<file path="src/rtl/arb4_rr.sv">
// Four-requester round-robin arbiter feeding a one-entry output buffer.
// Grant is combinational; the selected message is registered, so out_msg lags acceptance by one cycle.
module arb4_rr #(
    parameter int p_nbits = 32
) (
    input  logic               clk,
    input  logic               reset,
    input  logic [3:0]         req_val,
    output logic [3:0]         req_rdy,
    input  logic [p_nbits-1:0] req_msg0,
    input  logic [p_nbits-1:0] req_msg1,
    input  logic [p_nbits-1:0] req_msg2,
    input  logic [p_nbits-1:0] req_msg3,
    output logic               out_val,
    input  logic               out_rdy,
    output logic [p_nbits-1:0] out_msg,
    output logic [1:0]         out_src
);

    logic               out_val_q, out_val_d;
    logic [p_nbits-1:0] out_msg_q, out_msg_d;
    logic [1:0]         out_src_q, out_src_d;
    logic [1:0]         ptr_q, ptr_d;

    logic [1:0]         winner;
    logic [1:0]         idx;
    logic               found;
    logic               can_accept;
    logic               grant;
    logic [p_nbits-1:0] mux_out;

    // A full buffer can still take a new message when it drains in the same cycle.
    assign can_accept = !out_val_q || out_rdy;

    always_comb begin
        // NOTE: every combinational output gets a default first so no path leaves it unassigned (no latch).
        winner = 2'd0;
        found  = 1'b0;
        idx    = 2'd0;
        for (int k = 0; k < 4; k++) begin
            idx = ptr_q + k[1:0];
            if (!found && req_val[idx]) begin
                found  = 1'b1;
                winner = idx;
            end
        end
    end

    assign grant   = found && can_accept && !reset;
    assign req_rdy = grant ? (4'b0001 << winner) : 4'b0000;

    Mux4_RTL #(.p_nbits(p_nbits)) u_mux (
        .in0_i (req_msg0),
        .in1_i (req_msg1),
        .in2_i (req_msg2),
        .in3_i (req_msg3),
        .sel_i (winner),
        .out_o (mux_out)
    );

    always_comb begin
        out_val_d = out_val_q;
        out_msg_d = out_msg_q;
        out_src_d = out_src_q;
        ptr_d     = ptr_q;
        if (grant) begin
            out_val_d = 1'b1;
            out_msg_d = mux_out;
            out_src_d = winner;
            ptr_d     = winner + 2'd1;
        end else if (out_rdy) begin
            out_val_d = 1'b0;
        end
    end

    always_ff @(posedge clk) begin
        // NOTE: state registers use non-blocking assignments so all flops update from pre-edge values.
        if (reset) begin
            out_val_q <= 1'b0;
            out_msg_q <= '0;
            out_src_q <= 2'd0;
            ptr_q     <= 2'd0;
        end else begin
            out_val_q <= out_val_d;
            out_msg_q <= out_msg_d;
            out_src_q <= out_src_d;
            ptr_q     <= ptr_d;
        end
    end

    assign out_val = out_val_q;
    assign out_msg = out_msg_q;
    assign out_src = out_src_q;

endmodule

module Mux4_RTL #(
    parameter int p_nbits = 32
) (
    input  logic [p_nbits-1:0] in0_i,
    input  logic [p_nbits-1:0] in1_i,
    input  logic [p_nbits-1:0] in2_i,
    input  logic [p_nbits-1:0] in3_i,
    input  logic [1:0]         sel_i,
    output logic [p_nbits-1:0] out_o
);

    always_comb begin
        out_o = in0_i;
        unique case (sel_i)
            2'd0: out_o = in0_i;
            2'd1: out_o = in1_i;
            2'd2: out_o = in2_i;
            2'd3: out_o = in3_i;
        endcase
    end

endmodule

</file>
<file path="config.mk">
export PLATFORM = sky130hd
export DESIGN_NAME = arb4_rr
export DESIGN_NICKNAME = d
export VERILOG_FILES = /design/src/rtl/arb4_rr.sv
export SDC_FILE = /design/constraint.sdc
export NUM_CORES = 1
export LEC_CHECK = 0
export CORE_MARGIN = 1
export CORE_UTILIZATION = 31
export DETAILED_ROUTE_END_ITERATION = 12
export PLACE_DENSITY = 0.81
export REMOVE_ABC_BUFFERS = 1
export SKIP_LAST_GASP = 1
export SLEW_MARGIN = 15
export SYNTH_ARGS = -nofsm -noshare
export SYNTH_HDL_FRONTEND = slang
export SYNTH_SLANG_ARGS = --single-unit
</file>
<file path="constraint.sdc">
create_clock -name clk -period 3.05 [get_ports clk]
set_clock_uncertainty 0.1 [all_clocks]
set_input_delay 0.7625 -clock clk [delete_from_list [all_inputs] [get_ports clk]]
set_output_delay 0.7625 -clock clk [all_outputs]
set_load 0.005 [all_outputs]
</file>
# After elaboration in Yosys (flattened, before gate mapping)
# Index checks and enable logic that the tools add are counted.
[classes]
n_reduce_logical = 13
addsub = 4
eq_ne = 3
shift = 1
muxes = 20
magnitude_cmp = 4
[op_table]
columns = ["op", "count"]
rows = [
  ["$pmux W32 S4", 1],
  ["$lt A2 B3 Y1 const B", 4],
  ["$mux W1", 10],
  ["$bmux W1 S2", 4],
  ["$mux W2", 4],
  ["$logic_and A1 B1 Y1", 5],
  ["$logic_not A1 Y1", 5],
  ["$add A2 B1 Y2 const B", 2],
  ["$add A2 B2 Y2 const B", 2],
  ["$eq A2 B2 Y1 const B", 2],
  ["$mux W4", 1],
  ["$shl A1 B2 Y4 const A", 1],
  ["$eq A2 B1 Y1 const B", 1],
  ["$logic_not A2 Y1", 1],
  ["$reduce_bool A2 Y1", 1],
  ["$logic_or A1 B1 Y1", 1],
]
[word_totals]
regBits = 37
in_bits = 135
out_inout_bits = 39

# Logic depth before layout (Yosys ltp)
# Gate-level depths: netlist (run 1).
[logic_depth]
word_depth = 15
ltp_mapped = 10

# By module
# A second synthesis (run 1) with hierarchy kept.
[hier_totals]
hier_cells = 216
hier_area_um2 = 2321.0
[by_module_without_submodules]
columns = ["module", "seq_area_each_um2", "cells_each", "n_inst", "area_per_inst_um2"]
rows = [
  ["arb4_rr", 740.7, 177, 1, 1506.4],
  ["Mux4_RTL", 0.0, 39, 1, 814.5],
]

# Worst setup path before layout (run 1)
# Ideal clock, no wire load.
[synth_path]
path_type = "input -> output"
start = "input req_val[1]"
end = "output req_rdy[3]"
arrival_time_ns = 2.210
path_slack_ns = -0.023
required_time_ns = 2.188
stages = 8
cell_sequence = "nand2b_1 -> a21oi_1 -> o32ai_1 -> inv_1 -> ha_1 -> buf_2 -> clkbuf_1 -> and2_1"
[synth_lines]
columns = ["item", "line", "rtl"]
rows = [
  ["start: declaration", "8", "input logic [3:0] req_val,"],
  ["$bmux W1 S2", "42", "if (!found && req_val[idx]) begin"],
  ["$mux W1 (not written as such)", "42", ""],
  ["$mux W1", "42", ""],
  ["$logic_not A1 Y1", "42", ""],
  ["$logic_and A1 B1 Y1", "42", ""],
  ["$mux W1", "42", ""],
  ["$logic_not A1 Y1", "42", ""],
  ["$logic_and A1 B1 Y1", "42", ""],
  ["$mux W1", "42", ""],
  ["$logic_not A1 Y1", "42", ""],
  ["$logic_and A1 B1 Y1", "42", ""],
  ["$mux W2 (*)", "42", ""],
  ["named net u_mux.sel_i[1]", "104", "input logic [1:0] sel_i,"],
  ["$shl A1 B2 Y4 (*)", "50", "assign req_rdy = grant ? (4'b0001 << winner) : 4'b0000;"],
  ["$mux W4 (*)", "50", ""],
  ["end: declaration", "9", "output logic [3:0] req_rdy,"],
]
# Mark *: on every way through the listed nets, which the timed path passes. The rest lies on a longest branch. The select of a mux whose other input is x is not followed.

# Worst setup path after layout (run 1)
[layout_path]
start = "input req_val[0]"
end = "output req_rdy[2]"
[layout_via]
elab_chain_len = 15
[layout_lines]
columns = ["item", "line", "rtl"]
rows = [
  ["$bmux W1 S2", "42", ""],
  ["$mux W1 (not written as such)", "42", ""],
  ["$mux W1", "42", ""],
  ["$logic_not A1 Y1", "42", ""],
  ["$logic_and A1 B1 Y1", "42", ""],
  ["$mux W1", "42", ""],
  ["$logic_not A1 Y1", "42", ""],
  ["$logic_and A1 B1 Y1", "42", ""],
  ["$mux W1", "42", ""],
  ["$logic_not A1 Y1", "42", ""],
  ["$logic_and A1 B1 Y1", "42", ""],
  ["$mux W1", "42", ""],
  ["$logic_and A1 B1 Y1 (2 in series)", "49", "assign grant = found && can_accept && !reset;"],
  ["$mux W4 (*)", "50", ""],
]
# Every way passes the cells marked *; elsewhere a longest branch is shown, timed or not. The select of a mux whose other input is x is not followed.

==> results.md, run 1 <==
* Status: completed
* Pwr/cell area at 468 nW/µm²
* Share of cells above drive strength 1 at 0.117
* Register Area at 741 µm²
* Multi-input logic area at 1400 µm²
* Most used cells in the layout excluding fill and tap cells: clkdlybuf4s50_1, a21oi_1, dfxtp_1, inv_1, nand2_1
* Nets at 610
* Post-layout util at 0.603
* CTS sink count at 37
* Sequential fraction of the synthesis area at 0.319
* Ys Warns at 0
* Mapped Area at 2320 µm²
* Synth cell types at 28
* DR pass1 iterations at 5
* Fmax at 331 MHz
* Final period util at 0.989
* Number of CTS-inserted buffers at 5
* Met3 WL at 648 µm
* Drt total wl at 8470 µm
* Tot GR Track Use at 0.202
* Unrepaired setup endpoints after global routing: true
* Crit-path cells: buf_2 > nor2b_4 > nor3b_4 > a21oi_2 > or3_4 > ha_4 > and2_1 > buf_2
* Core Area at 7250 µm²
* Cell area after layout at 4370 µm²
* Syn_area_per_cell at 7.78 µm²
* Post-DRT Antenna Nets at 0
* Crit path required time at 2.19 ns
* Min-Delay Path Depth at 2
* Iter 0 DRT Violations at 74
* CP bufs+invs at 2
* # rows at 31
* CP delay by family, top: simple AND/OR/NAND/NOR gates
* Initial antenna violation count at 0
* Post-detail-place hpwl at 5840 µm
* Fillers at 628
* WL per Instance at 14.9 µm
* CTS tree: done
* CP max stage cell: or3_4
* Gpl congestion at 0.792
* Clk Latency, worst-skew pair at 0.28 ns
* ANT cells at 0
* FF-to-FF path depth at 12
* Cell mode on critical path: buf_2
* #FFs+latches synth at 37
* CP Capture Type: primary output
* Pin count of the biggest net entering global routing at 72
* Die X at 88.5 µm
* Die Y at 88.5 µm
* Worst setup path class: input pin to primary output
* Highest metal used: met4
* Max-cap viol count at 0
* Cells after DPL at 555
* Final hold violations at 0
* Worst-margin pin slew at 0.707 ns
* VDD IR max at 327 µV
* Largest stage delay, worst path at 0.42 ns
* DR WL met2 at 4340 µm
* Starting density of the core at 0.320
* WP data arrival at 2.16 ns
* First-pass GRT wire length at 12,400 µm
* Placed inst area at 4140 µm²
* Tmin final at 3.02 ns
* CP Launch Type: input pin
* Leak pwr at 0.00170 µW
* Clock root buffer: clkbuf_8
* Clock Path Buffers at 2
* Met1 Routed Length at 3370 µm
* Hold Crit Class: flip-flop to flip-flop
* P&R area growth vs syn at 88.5%
* Total power at 2040 µW
* DRC at 0
* H-Tree Level Count at 2
* # setup viols final at 0
* Syn Inst Count at 298
* Largest fanout on the critical path at 4
* Slew headroom at 0.528
* Die Area at 7830 µm²
* Via density at 5.20
* Worst path depth at 8
* Layout Cells excl Fill at 568
* Vias in the first global route at 2,779
* Clock slew at reported path FFs at 0.07 ns
* Vias at 2,954
* Commonest non-fill, non-tap cell in the layout: clkdlybuf4s50_1
* Buffers on Ports at 173
* Fin. max-slew vios at 0
* I/O pins at 174
* Total grt overflow at 0
## tightest hold or removal path: stages, from the launching register on
cell and delay, ns:
dfxtp_1 0.31, nand2_1 0.05, a21oi_1 0.05
## area by class of cell
type,instances,share of cell area
Timing Repair Buffer,196,0.436
Tap cell,99,0.0283
Sequential cell,37,0.169
Multi-Input combinational cell,195,0.319
Clock buffer,5,0.0157
Inverter,35,0.0300
Clock inverter,1,0.00114
## repair_timing
item | 4_1_cts | 5_1_grt
setup buffers | 5 | 2
gates resized for setup | 53 | 2
endpoints found under the hold margin | 0 | 0
pin swaps | 9 | 4
setup endpoints to repair | 8 | 3
hold buffers | 0 | 0
## path summary, 6_finish.rpt
path	from	endpoint	slack (ns)
worst min register to register	out_msg[10]$_SDFFE_PP0P_	out_msg[10]$_SDFFE_PP0P_	0.35
worst max register to register	ptr_q[0]$_SDFFE_PP0P_	out_msg[30]$_SDFFE_PP0P_	0.43
worst min-delay path	out_msg[10]$_SDFFE_PP0P_	out_msg[10]$_SDFFE_PP0P_	0.35
worst max-delay path	req_val[0]	req_rdy[2]	0.03
## per-layer routing
| layer | vias up | GRT usage |
|---|---|---|
| met3 | 12 | 0.0550 |
| li1 | 1428 | - |
| met1 | 1393 | 0.218 |
| met5 | - | 0 |
| met2 | 121 | 0.386 |
| met4 | 0 | 0.0484 |
## cell usage after synthesis
library cell | count | area (µm²)
a21oi_1 | 70 | 350
dfxtp_1 | 37 | 741
inv_1 | 35 | 131
nand2_1 | 33 | 124
a221o_1 | 32 | 320
a22oi_1 | 32 | 240
clkbuf_1 | 18 | 67.6
buf_2 | 5 | 25.0
ha_1 | 5 | 62.6
and2_1 | 4 | 25.0
buf_8 | 3 | 45.0
nand2b_1 | 3 | 18.8
nand3b_1 | 3 | 22.5
nor2_1 | 2 | 7.51
nor2b_1 | 2 | 12.5
nor3_1 | 2 | 10.0
buf_1 | 1 | 3.75
buf_12 | 1 | 20.0
buf_4 | 1 | 7.51
buf_6 | 1 | 11.3
clkbuf_2 | 1 | 5.00
nor3b_1 | 1 | 7.51
nor4_4 | 1 | 21.3
o31a_1 | 1 | 8.76
o31ai_1 | 1 | 7.51
o32ai_1 | 1 | 8.76
o41ai_1 | 1 | 8.76
or3_1 | 1 | 6.26
## kinds of logic (layout without fill, tap and decap cells)
group | count (synthesis) | in the layout | synth area share
simple gates | 52 | 52 | 0.110
fa+ha+maj | 5 | 5 | 0.0270
flops | 37 | 37 | 0.319
buf+inv | 66 | 237 | 0.136
compound gates | 138 | 138 | 0.407
## through the flow
stage / setup TNS (ns) / hold slack (ns) / setup WS (ns)
final: 0 / 0.349 / 0.0321
after global routing: -0.0299 / 0.366 / -0.0162
after CTS: 0 / 0.352 / 0.0312
after detailed placement: -10.86 / 0.342 / -0.680
after global placement: -7.01 / 0.337 / -0.602
after floorplan: -13.08 / 0.342 / -0.619
## sequential cells by signal (all words and copies together), names as in the netlist
name     count
out_msg     32
out_src      2
out_val      1
ptr_q        2
## power breakdown
group	switching (µW)	leakage [µW]	internal, µW
registers	53.7	0.000306	576
logic	467	0.00135	633
clock network	164	0.0000399	150
total	684	0.00170	1360
No activity file was read; power rests on OpenSTA's default activity.
==> inputs of run 2 (changes only) <==
--- a/config.mk
+++ b/config.mk
@@ -6,9 +6,9 @@
 export NUM_CORES = 1
 export LEC_CHECK = 0
 export CORE_MARGIN = 1
-export CORE_UTILIZATION = 31
+export CORE_UTILIZATION = 37
 export DETAILED_ROUTE_END_ITERATION = 12
-export PLACE_DENSITY = 0.81
+export PLACE_DENSITY = 0.91
 export REMOVE_ABC_BUFFERS = 1
 export SKIP_LAST_GASP = 1
 export SLEW_MARGIN = 15
==> constraint.sdc (replaced) <==
create_clock -name clk -period 3.6 [get_ports clk]
set_clock_uncertainty 0.1 [all_clocks]
set_input_delay 0.9 -clock clk [delete_from_list [all_inputs] [get_ports clk]]
set_output_delay 0.9 -clock clk [all_outputs]
set_load 0.005 [all_outputs]
==> results.md, run 2 (synthesized netlist as in run 1, its figures left out) <==
* Clock root buffer: clkbuf_8 (unchanged)
* Number of CTS-inserted buffers at 5 (unchanged)
* GRT met2 Usage at 0.492 (was 0.386)
* P&R area growth vs syn at 86.4% (was 88.5%)
* Met1 GRT Util at 0.267 (was 0.218)
* Fmax at 282 MHz
* PnR worst setup slack at 0.0549 ns (was 0.0321 ns)
* Clock Path Buffers at 2 (unchanged)
* Fin. max-slew vios at 0 (unchanged)
* Clock network fraction of total power at 0.225 (was 0.154)
* ANT cells at 0 (unchanged)
* Drt total wl at 8980 µm (was 8470 µm)
* Cells after DPL at 534 (was 555)
* Pin count of the biggest net entering global routing at 72 (unchanged)
* Vias in the first global route at 2,894 (was 2,779)
* Multi-input logic area at 1330 µm² (was 1400 µm²)
* Worst-margin pin slew at 0.705 ns (was 0.707 ns)
* Worst setup path class: input pin to primary output (unchanged)
* Sw frac at 0.313 (was 0.335)
* Int Pwr at 1280 µW (was 1360 µW)
* Largest fanout on the critical path at 3 (was 4)
* # rows at 28 (was 31)
* Buffers on Ports at 173 (unchanged)
* Nets at 607 (was 610)
* Most used cells in the layout excluding fill and tap cells: clkdlybuf4s50_1, a21oi_1, dfxtp_1, inv_1, nand2_1 (unchanged)
* Clock slew at reported path FFs at 0.07 ns (about the same)
* Sequential power share at 0.287 (was 0.308)
* CP Capture Type: primary output (unchanged)
* Die Area at 6590 µm² (was 7830 µm²)
* Combinational share of power at 0.488 (was 0.538)
* Clk Latency, worst-skew pair at 0.28 ns (about the same)
* CTS tree: done (unchanged)
* Gpl congestion at 0.750 (was 0.792)
* Post-detail-place hpwl at 6460 µm (was 5840 µm)
* # setup viols final at 0 (unchanged)
* CTS sink count at 37 (unchanged)
* Tmin final at 3.55 ns
* Min-Delay Path Depth at 2 (unchanged)
* Switching power at 582 µW (was 684 µW)
* Commonest non-fill, non-tap cell in the layout: clkdlybuf4s50_1 (unchanged)
* Total power at 1860 µW (was 2040 µW)
* Hold Crit Class: flip-flop to flip-flop (unchanged)
* I/O pins at 174 (unchanged)
* GRT busiest layer: met2 (unchanged)
* VDD IR max at 288 µV (was 327 µV)
* WL per Instance at 16.5 µm (was 14.9 µm)
* Register Area at 741 µm² (unchanged)
* Pre-CTS setup slack at -0.432 ns (was -0.680 ns)
* CP Launch Type: input pin (unchanged)
* DRC at 0 (unchanged)
* Crit path required time at 2.60 ns (was 2.19 ns)
* Post-layout util at 0.722 (was 0.603)
* Starting density of the core at 0.387 (was 0.320)
* FF-to-FF path depth at 8 (was 12)
* Final hold violations at 0 (unchanged)
* Post-DRT Antenna Nets at 0 (unchanged)
* Total grt overflow at 0 (unchanged)
* Max-cap viol count at 0 (unchanged)
* Layout Cells excl Fill at 543 (was 568)
* Vias at 2,982 (was 2,954)
* Tot GR Track Use at 0.262 (was 0.202)
* Fillers at 463 (was 628)
* Final period util at 0.985
* DR pass1 iterations at 4 (was 5)
* Slew headroom at 0.530 (was 0.528)
* H-Tree Level Count at 2 (unchanged)
* First-pass GRT wire length at 13,400 µm (was 12,400 µm)
* Share of cells above drive strength 1 at 0.0897 (was 0.117)
* WP data arrival at 2.55 ns (was 2.16 ns)
* Initial antenna violation count at 0 (unchanged)
* Status: completed (unchanged)
* Iter 0 DRT Violations at 105 (was 74)
* Max reg flops at 32 (unchanged)
* Pwr/cell area at 430 nW/µm² (was 468 nW/µm²)
* Core Area at 5990 µm² (was 7250 µm²)
* Leak pwr at 0.00172 µW (was 0.00170 µW)
* Die X at 81.2 µm (was 88.5 µm)
* GR Util met3 at 0.0685 (was 0.0550)
* Via density at 5.49 (was 5.20)
* Hold_ws at 0.354 ns (was 0.349 ns)
* Die Y at 81.2 µm (was 88.5 µm)
## run 2: cell count changes in the layout (fill, tap and decap cells not counted), moves of 2 or more
cell           change
buf_6              -2
ha_4               -3
ha_1               +2
bufinv_16          +2
dlygate4sd2_1      +7
buf_2              -6
## run 2: metrics by stage
step,instance area [µm²],TNS [ns]
floorplan,2130,-1.38
global placement,4130,-0.969
detailed placement,4130,-1.56
CTS,4320,0
global route,4320,-0.0410
finish,4320,0
## run 2: path summary, 6_finish.rpt
path,slack [ns],end,from
max,0.05,req_rdy[2],req_val[2]
min,0.35,out_msg[30]$_SDFFE_PP0P_,out_msg[30]$_SDFFE_PP0P_
max reg2reg,1.05,out_msg[1]$_SDFFE_PP0P_,ptr_q[0]$_SDFFE_PP0P_
min reg2reg,0.35,out_msg[30]$_SDFFE_PP0P_,out_msg[30]$_SDFFE_PP0P_
## run 2: worst max-delay path, stage by stage
cell	delay [ns]
clkdlybuf4s15_1	0.25
nor2b_2	0.22
a21oi_2	0.14
a21oi_2	0.10
or3_4	0.37
ha_2	0.19
and2_1	0.13
dlygate4sd2_1	0.25
## run 2: metal layers
metal  share of wire  vias up
li1                -     1424
met1            0.37     1386
met2            0.51      139
met3           0.087       33
met4           0.034        0
met5               0        -
## run 2: what timing repair did
action                     CTS  global route
buffers inserted             1             0
setup endpoints to repair    4             4
pin swaps                    4             2
resized for setup           20             2
hold buffers                 0             0
## run 2: layout make-up
cell class,count,area share
Sequential cell,37,0.171
Clock inverter,3,0.0150
Timing Repair Buffer,193,0.439
Multi-Input combinational cell,195,0.307
Clock buffer,5,0.0159
Tap cell,75,0.0217
Inverter,35,0.0304
## run 2: power by group through the flow
stage | logic (µW) | clock network [µW] | registers (µW)
2_1_floorplan | 400 | 0 | 542
3_3_place_gp | 861 | 0 | 533
3_5_place_dp | 887 | 0 | 539
4_1_cts | 905 | 430 | 532
5_1_grt | 976 | 448 | 543
6_report | 906 | 418 | 533
